### src/rtl/divisor_sequencial_if.sv
// Operand/result bundle for divisor_sequencial: the master drives operands and Start,
// the slave (the divider) returns quotient, remainder and status.
interface divisor_sequencial_if #(
    parameter int WIDTH = 16
);
    logic [WIDTH-1:0] Dividendo;
    logic [WIDTH-1:0] Divisor;
    logic             Start;
    logic [WIDTH-1:0] Quociente;
    logic [WIDTH-1:0] Resto;
    logic             Pronto;
    logic             Ocupado;
    logic             DivZero;

    modport master (
        output Dividendo, Divisor, Start,
        input  Quociente, Resto, Pronto, Ocupado, DivZero
    );

    modport slave (
        input  Dividendo, Divisor, Start,
        output Quociente, Resto, Pronto, Ocupado, DivZero
    );
endinterface

### src/rtl/divisor_sequencial.sv
// Unsigned restoring shift-subtract divider producing one quotient bit per cycle, MSB first.
// Define DIVISOR_DIVZERO_EN to short-circuit a zero divisor in a single cycle and flag DivZero.
module divisor_sequencial #(
    parameter int WIDTH = 16
) (
    input logic                 Clk,
    input logic                 Reset,
    divisor_sequencial_if.slave bus
);
    localparam int CW = (WIDTH > 1) ? $clog2(WIDTH) : 1;

    typedef enum logic [1:0] {IDLE, CALC, DONE} state_t;

    state_t           state_q, state_d;
    logic [WIDTH:0]   rem_q, rem_d;
    logic [WIDTH-1:0] quo_q, quo_d;
    logic [WIDTH-1:0] dsr_q, dsr_d;
    logic [CW-1:0]    cnt_q, cnt_d;
    logic [WIDTH-1:0] quociente_q, quociente_d;
    logic [WIDTH-1:0] resto_q, resto_d;
    logic             pronto_q, pronto_d;
    logic             ocupado;
    logic [WIDTH:0]   shifted;
    logic [WIDTH:0]   diff;
    logic             sub;
`ifdef DIVISOR_DIVZERO_EN
    logic             divzero_q, divzero_d;
`endif

    // The remainder never exceeds the divisor, so a set top bit already means "subtract".
    always_comb begin
        shifted = {rem_q[WIDTH-1:0], quo_q[WIDTH-1]};
        diff    = shifted - {1'b0, dsr_q};
        sub     = rem_q[WIDTH] | (shifted >= {1'b0, dsr_q});
    end

    always_ff @(posedge Clk or negedge Reset) begin
        if (!Reset) begin
            state_q     <= IDLE;
            rem_q       <= '0;
            quo_q       <= '0;
            dsr_q       <= '0;
            cnt_q       <= '0;
            quociente_q <= '0;
            resto_q     <= '0;
            pronto_q    <= 1'b0;
`ifdef DIVISOR_DIVZERO_EN
            divzero_q   <= 1'b0;
`endif
        end else begin
            state_q     <= state_d;
            rem_q       <= rem_d;
            quo_q       <= quo_d;
            dsr_q       <= dsr_d;
            cnt_q       <= cnt_d;
            quociente_q <= quociente_d;
            resto_q     <= resto_d;
            pronto_q    <= pronto_d;
`ifdef DIVISOR_DIVZERO_EN
            divzero_q   <= divzero_d;
`endif
        end
    end

    always_comb begin
        state_d = state_q;
        case (state_q)
            IDLE: begin
                if (bus.Start) begin
`ifdef DIVISOR_DIVZERO_EN
                    state_d = (bus.Divisor == '0) ? DONE : CALC;
`else
                    state_d = CALC;
`endif
                end
            end
            CALC:    if (cnt_q == '0) state_d = DONE;
            DONE:    state_d = IDLE;
            default: state_d = IDLE;
        endcase
    end

    always_comb begin
        rem_d       = rem_q;
        quo_d       = quo_q;
        dsr_d       = dsr_q;
        cnt_d       = cnt_q;
        quociente_d = quociente_q;
        resto_d     = resto_q;
        pronto_d    = 1'b0;
        ocupado     = (state_q == CALC);
`ifdef DIVISOR_DIVZERO_EN
        divzero_d   = divzero_q;
`endif
        case (state_q)
            IDLE: begin
                if (bus.Start) begin
                    rem_d = '0;
                    quo_d = bus.Dividendo;
                    dsr_d = bus.Divisor;
                    cnt_d = CW'(WIDTH - 1);
`ifdef DIVISOR_DIVZERO_EN
                    if (bus.Divisor == '0) begin
                        quociente_d = '1;
                        resto_d     = bus.Dividendo;
                        divzero_d   = 1'b1;
                        pronto_d    = 1'b1;
                    end
`endif
                end
            end
            CALC: begin
                rem_d = sub ? diff : shifted;
                quo_d = {quo_q[WIDTH-2:0], sub};
                cnt_d = cnt_q - 1'b1;
                if (cnt_q == '0) begin
                    quociente_d = {quo_q[WIDTH-2:0], sub};
                    resto_d     = sub ? diff[WIDTH-1:0] : shifted[WIDTH-1:0];
                    pronto_d    = 1'b1;
`ifdef DIVISOR_DIVZERO_EN
                    divzero_d   = 1'b0;
`endif
                end
            end
            default: ;
        endcase
    end

    assign bus.Quociente = quociente_q;
    assign bus.Resto     = resto_q;
    assign bus.Pronto    = pronto_q;
    assign bus.Ocupado   = ocupado;
`ifdef DIVISOR_DIVZERO_EN
    assign bus.DivZero   = divzero_q;
`else
    assign bus.DivZero   = 1'b0;
`endif
endmodule

### src/flat_wrapper.sv
// flat-port wrapper written by rule: the top's interface ports become plain ports
module divisor_sequencial_flat 
#(
    parameter int WIDTH = 16
)
  (Clk, Reset, bus_Dividendo, bus_Divisor, bus_Start, bus_Quociente, bus_Resto, bus_Pronto, bus_Ocupado, bus_DivZero);
  divisor_sequencial_if #(.WIDTH(WIDTH)) bus_i ();
  input logic Clk;
  input logic Reset;
  input wire logic [$bits(bus_i.Dividendo)-1:0] bus_Dividendo;
  input wire logic [$bits(bus_i.Divisor)-1:0] bus_Divisor;
  input wire logic [$bits(bus_i.Start)-1:0] bus_Start;
  output wire logic [$bits(bus_i.Quociente)-1:0] bus_Quociente;
  output wire logic [$bits(bus_i.Resto)-1:0] bus_Resto;
  output wire logic [$bits(bus_i.Pronto)-1:0] bus_Pronto;
  output wire logic [$bits(bus_i.Ocupado)-1:0] bus_Ocupado;
  output wire logic [$bits(bus_i.DivZero)-1:0] bus_DivZero;
  assign bus_i.Dividendo = bus_Dividendo;
  assign bus_i.Divisor = bus_Divisor;
  assign bus_i.Start = bus_Start;
  assign bus_Quociente = bus_i.Quociente;
  assign bus_Resto = bus_i.Resto;
  assign bus_Pronto = bus_i.Pronto;
  assign bus_Ocupado = bus_i.Ocupado;
  assign bus_DivZero = bus_i.DivZero;
  divisor_sequencial #(.WIDTH(WIDTH)) u_core (.Clk(Clk), .Reset(Reset), .bus(bus_i));
endmodule
### config.mk
export PLATFORM = sky130hd
export DESIGN_NAME = divisor_sequencial_flat
export DESIGN_NICKNAME = d
export VERILOG_FILES = /design/src/rtl/divisor_sequencial_if.sv /design/src/rtl/divisor_sequencial.sv /design/src/flat_wrapper.sv
export SDC_FILE = /design/constraint.sdc
export NUM_CORES = 1
export LEC_CHECK = 0
export BUFFER_PORTS_ARGS = -buffer_cell sky130_fd_sc_hd__buf_2
export CAP_MARGIN = 0
export CORE_ASPECT_RATIO = 1.75
export CORE_UTILIZATION = 35
export DETAILED_ROUTE_END_ITERATION = 16
export SLEW_MARGIN = 15
export SYNTH_ARGS = -nofsm -noshare
export SYNTH_HDL_FRONTEND = slang
export SYNTH_SLANG_ARGS = --single-unit
### constraint.sdc
create_clock -name Clk -period 6.8 [get_ports Clk]
set_input_delay 0.68 -clock Clk [delete_from_list [all_inputs] [get_ports Clk]]
set_output_delay 0.68 -clock Clk [all_outputs]
set_load 0.03 [all_outputs]
# [Word-level counts from Yosys, hierarchy flattened]
# Index checks and enable logic that the tools add are counted.
[word_totals] register_bits=88 out_inout_bits=35
[op_classes] muxes=13 add_sub_neg=2 bitwise_logic=1 n_eq_ne=3 n_reduce_logical=7 order_cmp=1
[ops] cell="$mux 17" count=2
[ops] cell="$pmux 17 s2" count=1
[ops] cell="$mux 16" count=2
[ops] cell="$pmux 16 s2" count=1
[ops] cell="$ge 17x16->1" count=1
[ops] cell="$sub 17x16->17" count=1
[ops] cell="$pmux 4 s2" count=1
[ops] cell="$reduce_and 2->1" count=4
[ops] cell="$logic_not 4->1" count=1
[ops] cell="$mux 2" count=2
[ops] cell="$mux 4" count=1
[ops] cell="$pmux 2 s2" count=1
[ops] cell="$sub 4x1->4 const B" count=1
[ops] cell="$eq 2x1->1 const B" count=1
[ops] cell="$logic_not 2->1" count=1
[ops] cell="$mux 1" count=2
[ops] cell="$ne 2x1->1 const B" count=1
[ops] cell="$ne 2x2->1 const B" count=1
[ops] cell="$reduce_bool 2->1" count=1
[ops] cell="$or 1x1->1" count=1

# [Longest topological paths before layout]
[logic_depth] ltp_word=4 depth_mapped=10 ltp_nobuf=10

# [Least setup slack after synthesis]
# Ideal clock, no wire load.
[synth_path] kind="register -> register" from="register u_core.rem_q[5]" to="register u_core.rem_q[14]" path_stages_with_launch=10 path_slack_ns=4.500 period_less_slack_ns=2.300 arrival_ns=2.157 setup_ns=0.142 cell_sequence="dfrtp_1 -> ha_1 -> buf_6 -> a211oi_4 -> o21bai_2 -> or3_4 -> o21a_4 -> buf_6 -> o211ai_2 -> o221ai_1"
[synth_via] elab_chain_cells=4
[synth_rtl] element="from (decl)" line_no="divisor_sequencial.sv:15" rtl="logic [WIDTH:0] rem_q, rem_d;"
[synth_rtl] element="from (signal assigned)" line_no="divisor_sequencial.sv:52" rtl="rem_q <= rem_d;"
[synth_rtl] element="$ge 17x16->1" line_no="divisor_sequencial.sv:34" rtl="sub = rem_q[WIDTH] | (shifted >= {1'b0, dsr_q});"
[synth_rtl] element="$or 1x1->1" line_no="divisor_sequencial.sv:34"
[synth_rtl] element="$mux 17 *" line_no="divisor_sequencial.sv:113" rtl="rem_d = sub ? diff : shifted;"
[synth_rtl] element="$pmux 17 s2 *" line_no="divisor_sequencial.sv:95" rtl="case (state_q)"
# Mark *: on every way between the ends. The rest lies on a longest branch, timed or not.
# A chain may end at the register's enable or synchronous reset.

# [Final worst setup path]
[layout_path] from="register u_core.state_q[1]" to="register u_core.resto_q[9] (netlist: u_core.bus.Resto[9])"
[layout_via] elab_chain_cells=2
[layout_rtl] element="from (decl)" line_no="divisor_sequencial.sv:14" rtl="state_t state_q, state_d;"
[layout_rtl] element="from (signal assigned)" line_no="divisor_sequencial.sv:51" rtl="state_q <= state_d;"
[layout_rtl] element="$eq 2x1->1" line_no="divisor_sequencial.sv:95"
[layout_rtl] element="$reduce_and 2->1 (no line)"
[layout_rtl] element="to (signal assigned)" line_no="divisor_sequencial.sv:57" rtl="resto_q <= resto_d;"
[layout_rtl] element="to (decl)" line_no="divisor_sequencial.sv:20" rtl="logic [WIDTH-1:0] resto_q, resto_d;"
# No other way between the ends.

==> impl_metrics.tcl <==
set metrics [dict create \
    status "finished, final reports clean" \
    worst-path-buf-inv 2 \
    async_flop_share 1.00 \
    clkSinkCount 88 \
    grt_antenna_before_repair 0 \
    final.setup.tns_ps 0 \
    edff_count_synth 0 \
    fillCellCount 1427 \
    timing.critical_path.from_type "register" \
    cts_htree_levels 3 \
    holdCritPathClass "in -> async" \
    dpl.cell_count 766 \
    timing.max_slew.rel_slack 0.312 \
    rr_worst_depth 6 \
    period_needed_ps 4140 \
    global_route.usage.total 0.191 \
    core.rowCount 57 \
    post-route-period-util 0.608 \
    worstPathCellList "nand2b_1 -> clkinv_1 -> nand2_1 -> clkinv_1 -> a41oi_1 -> o31ai_1" \
    drt-wirelength-per-cell_um 17.3 \
    final_max_slew_viol_count 0 \
    worst_setup_hold_path_clk_slew_ps 70 \
    cts_setup_buffers 0 \
    layout_cells_sized_above_1 0.190 \
    final.setup_skew_ps 7.06 \
    cts_tree "built" \
    place_hpwl_um 9880 \
    synthTopCellsByCount "101 x nand2_1, 88 x dfrtp_1, 42 x o21ai_0" \
    grt_first_pass_wirelength_um 22400 \
    floorplan.die.height_um 160 \
    finish.net_count 653 \
    post_synth.cell_area_avg_um2 9.04 \
    drt-vias-per-instance 5.42 \
    synthDistinctLibCells 75 \
    critPathMostFrequentCell "clkinv_1" \
    critPathTopFamily "buffers and inverters" \
    cell_with_the_biggest_individual_delay_on_the_critical_path "clkinv_1" \
    floorplan.die.width_um 92.4 \
    worst_slew_pin_slew_ps 1030 \
    design.die.area_um2 14800 \
    worstSkewPairLatency_ps 340 \
    num_antenna_cells 0 \
    signal_arrival_time_at_the_worst_endpoint_ps 4340 \
    cts_root_buf "clkbuf_16" \
    critPathMaxFanout 34 \
    grt_pass1_vias 4385 \
    via_count 4242 \
    synthDominantAreaCellType "dfrtp_1" \
    detailedRoute.firstPassIterationCount 4 \
    setup.worst_path.end_class "register" \
    terminus_of_the_critical_flop_to_flop_path "u_core.bus.Resto[9]" \
    ioPinCount 70 \
    ys_dominant_reg_cell "dfrtp_1" \
    ctsResizeCount 0 \
    max-cap-violations 0 \
    ys_top_cells_by_area "dfrtp_1 44%, nand2_1 7.6%, ha_1 4.2%" \
    synth.most_common_cell "nand2_1" \
    yosys_warnings 0 \
    cts_max_path_buffers 2 \
    initialDrtViolationCount 226 \
    finalSetupViolations 0 \
    finalNonFillerCells 782 \
    syn-cell-area_um2 5010 \
    cts_inserted_buffers 9 \
    overflow 0 \
    wirelength_um 13600 \
    critical_path.max_stage_delay_ps 980 \
    starting_utilization_of_the_core_area 0.360 \
    portBuffers 68 \
    timing_worst_setup_path_type "reg -> reg" \
    max_clock_freq_mhz 242 \
    postSynthNetCount 607 \
    timing.reg2reg.setup_slack_ps 2660 \
    worst-endpoint-required_ps 7010 \
    fp.coreArea_um2 13900 \
    drc 0 \
    holdBufCountCts 0 \
    timing.rr.start "u_core.state_q[1]" \
    sequential_element_share_of_the_synthesized_area 0.440 \
    syn2layout_area_growth_pct 14.1 \
    synthDominantCellAreaShare 0.440 \
    synth_cells 554 \
    largest_net_degree_at_the_start_of_global_routing 77 \
    ys_ff_latch 88 \
    rsz_0062_raised_after_global_routing "no" \
    drtAntennaViolNets 0 \
    gp_congestion 0.886 \
    hold_violations 0 \
]
cell families after synthesis:
| family | count (synthesis) | synth area share |
|---|---|---|
| simple gates | 198 | 0.194 |
| xor+xnor | 10 | 0.0175 |
| fa+ha+maj | 18 | 0.0465 |
| flops | 88 | 0.440 |
| mux | 3 | 0.00725 |
| other cells | 1 | 0.000749 |
| buf+inv | 61 | 0.0557 |
| compound gates | 175 | 0.239 |
worst reg2reg max path, stage by stage (launching register included):
cell	delay, ps
dfrtp_1	680
nand2b_1	680
clkinv_1	980
nand2_1	310
clkinv_1	770
a41oi_1	480
o31ai_1	110
cell usage in the layout, fill, tap and decap left out, types with 2 or more instances in the layout:
master | netlist | routed
nand2_1 | 101 | 101
dfrtp_1 | 88 | 88
buf_2 | 10 | 67
o21ai_0 | 42 | 42
a21oi_1 | 37 | 37
inv_1 | 21 | 21
nor2_1 | 21 | 21
nor2b_1 | 18 | 17
a22oi_1 | 17 | 17
ha_1 | 17 | 17
nand4_1 | 14 | 14
o31ai_1 | 14 | 14
a31oi_1 | 10 | 10
clkbuf_16 | 0 | 9
o211ai_1 | 8 | 8
nand3_1 | 7 | 7
xor2_1 | 7 | 7
and2_1 | 6 | 6
buf_4 | 2 | 6
o221ai_1 | 5 | 5
or3_1 | 4 | 4
a21o_1 | 4 | 4
o21bai_1 | 4 | 4
nor3_1 | 4 | 4
a41oi_1 | 4 | 4
nor3_2 | 4 | 4
nand2b_1 | 3 | 3
o211ai_2 | 3 | 3
xnor2_1 | 3 | 3
clkinv_2 | 0 | 3
clkinv_1 | 2 | 2
nor3b_1 | 2 | 2
o211a_1 | 2 | 2
o21ai_2 | 2 | 2
nor4_1 | 2 | 2
stage by stage:
stage | utilization | cell area (um^2) | hold WS [ps] | worst slack, ps
floorplan | - | 5010 | 384 | 4500
global placement | 0.390 | 5420 | 455 | 2850
detailed placement | 0.390 | 5420 | 458 | 2630
CTS | 0.411 | 5710 | 164 | 2610
global route | 0.411 | 5710 | 173 | 2340
finish | 0.411 | 5710 | 167 | 2660
routing by layer:
metal | global-route usage | part of all wire | up-vias | wire length (um)
li1 | - | - | 2076 | -
met3 | 0.0248 | 0.038 | 23 | 520
met1 | 0.217 | 0.39 | 2036 | 5320
met2 | 0.356 | 0.55 | 107 | 7400
met5 | 0 | 0 | - | 0
met4 | 0.0703 | 0.023 | 0 | 310
registers in the layout, summed over array words and instances (netlist names):
| register | cells |
|---|---|
| u_core.dsr_q | 16 |
| u_core.quo_q | 16 |
| u_core.rem_q | 17 |
| u_core.bus.Quociente | 16 |
| u_core.bus.Resto | 16 |
| u_core.bus.Pronto | 1 |
| u_core.cnt_q | 4 |
| u_core.state_q | 2 |
worst max path at each step:
stage                           start                   to  depth (start not counted)
floorplan             u_core.rem_q[5]     u_core.rem_q[14]                          9
global placement    u_core.state_q[1]  u_core.bus.Resto[9]                          6
detailed placement  u_core.state_q[1]  u_core.bus.Resto[9]                          6
CTS                 u_core.state_q[1]  u_core.bus.Resto[9]                          6
global route        u_core.state_q[1]  u_core.bus.Resto[9]                          6
finish              u_core.state_q[1]  u_core.bus.Resto[9]                          6
area by class of cell:
class                           instances  area (um^2)  share of cell area
Timing Repair Buffer                   73          380              0.0666
Clock buffer                            9          225              0.0394
Inverter                               23         86.3              0.0151
Tap cell                              177          221              0.0388
Sequential cell                        88         2200               0.385
Clock inverter                          7         70.1              0.0123
Multi-Input combinational cell        405         2530               0.442
Power is left out: the tool's default activity adds up to more than one toggle a clock period on the data nets, which glitch-free logic cannot reach.
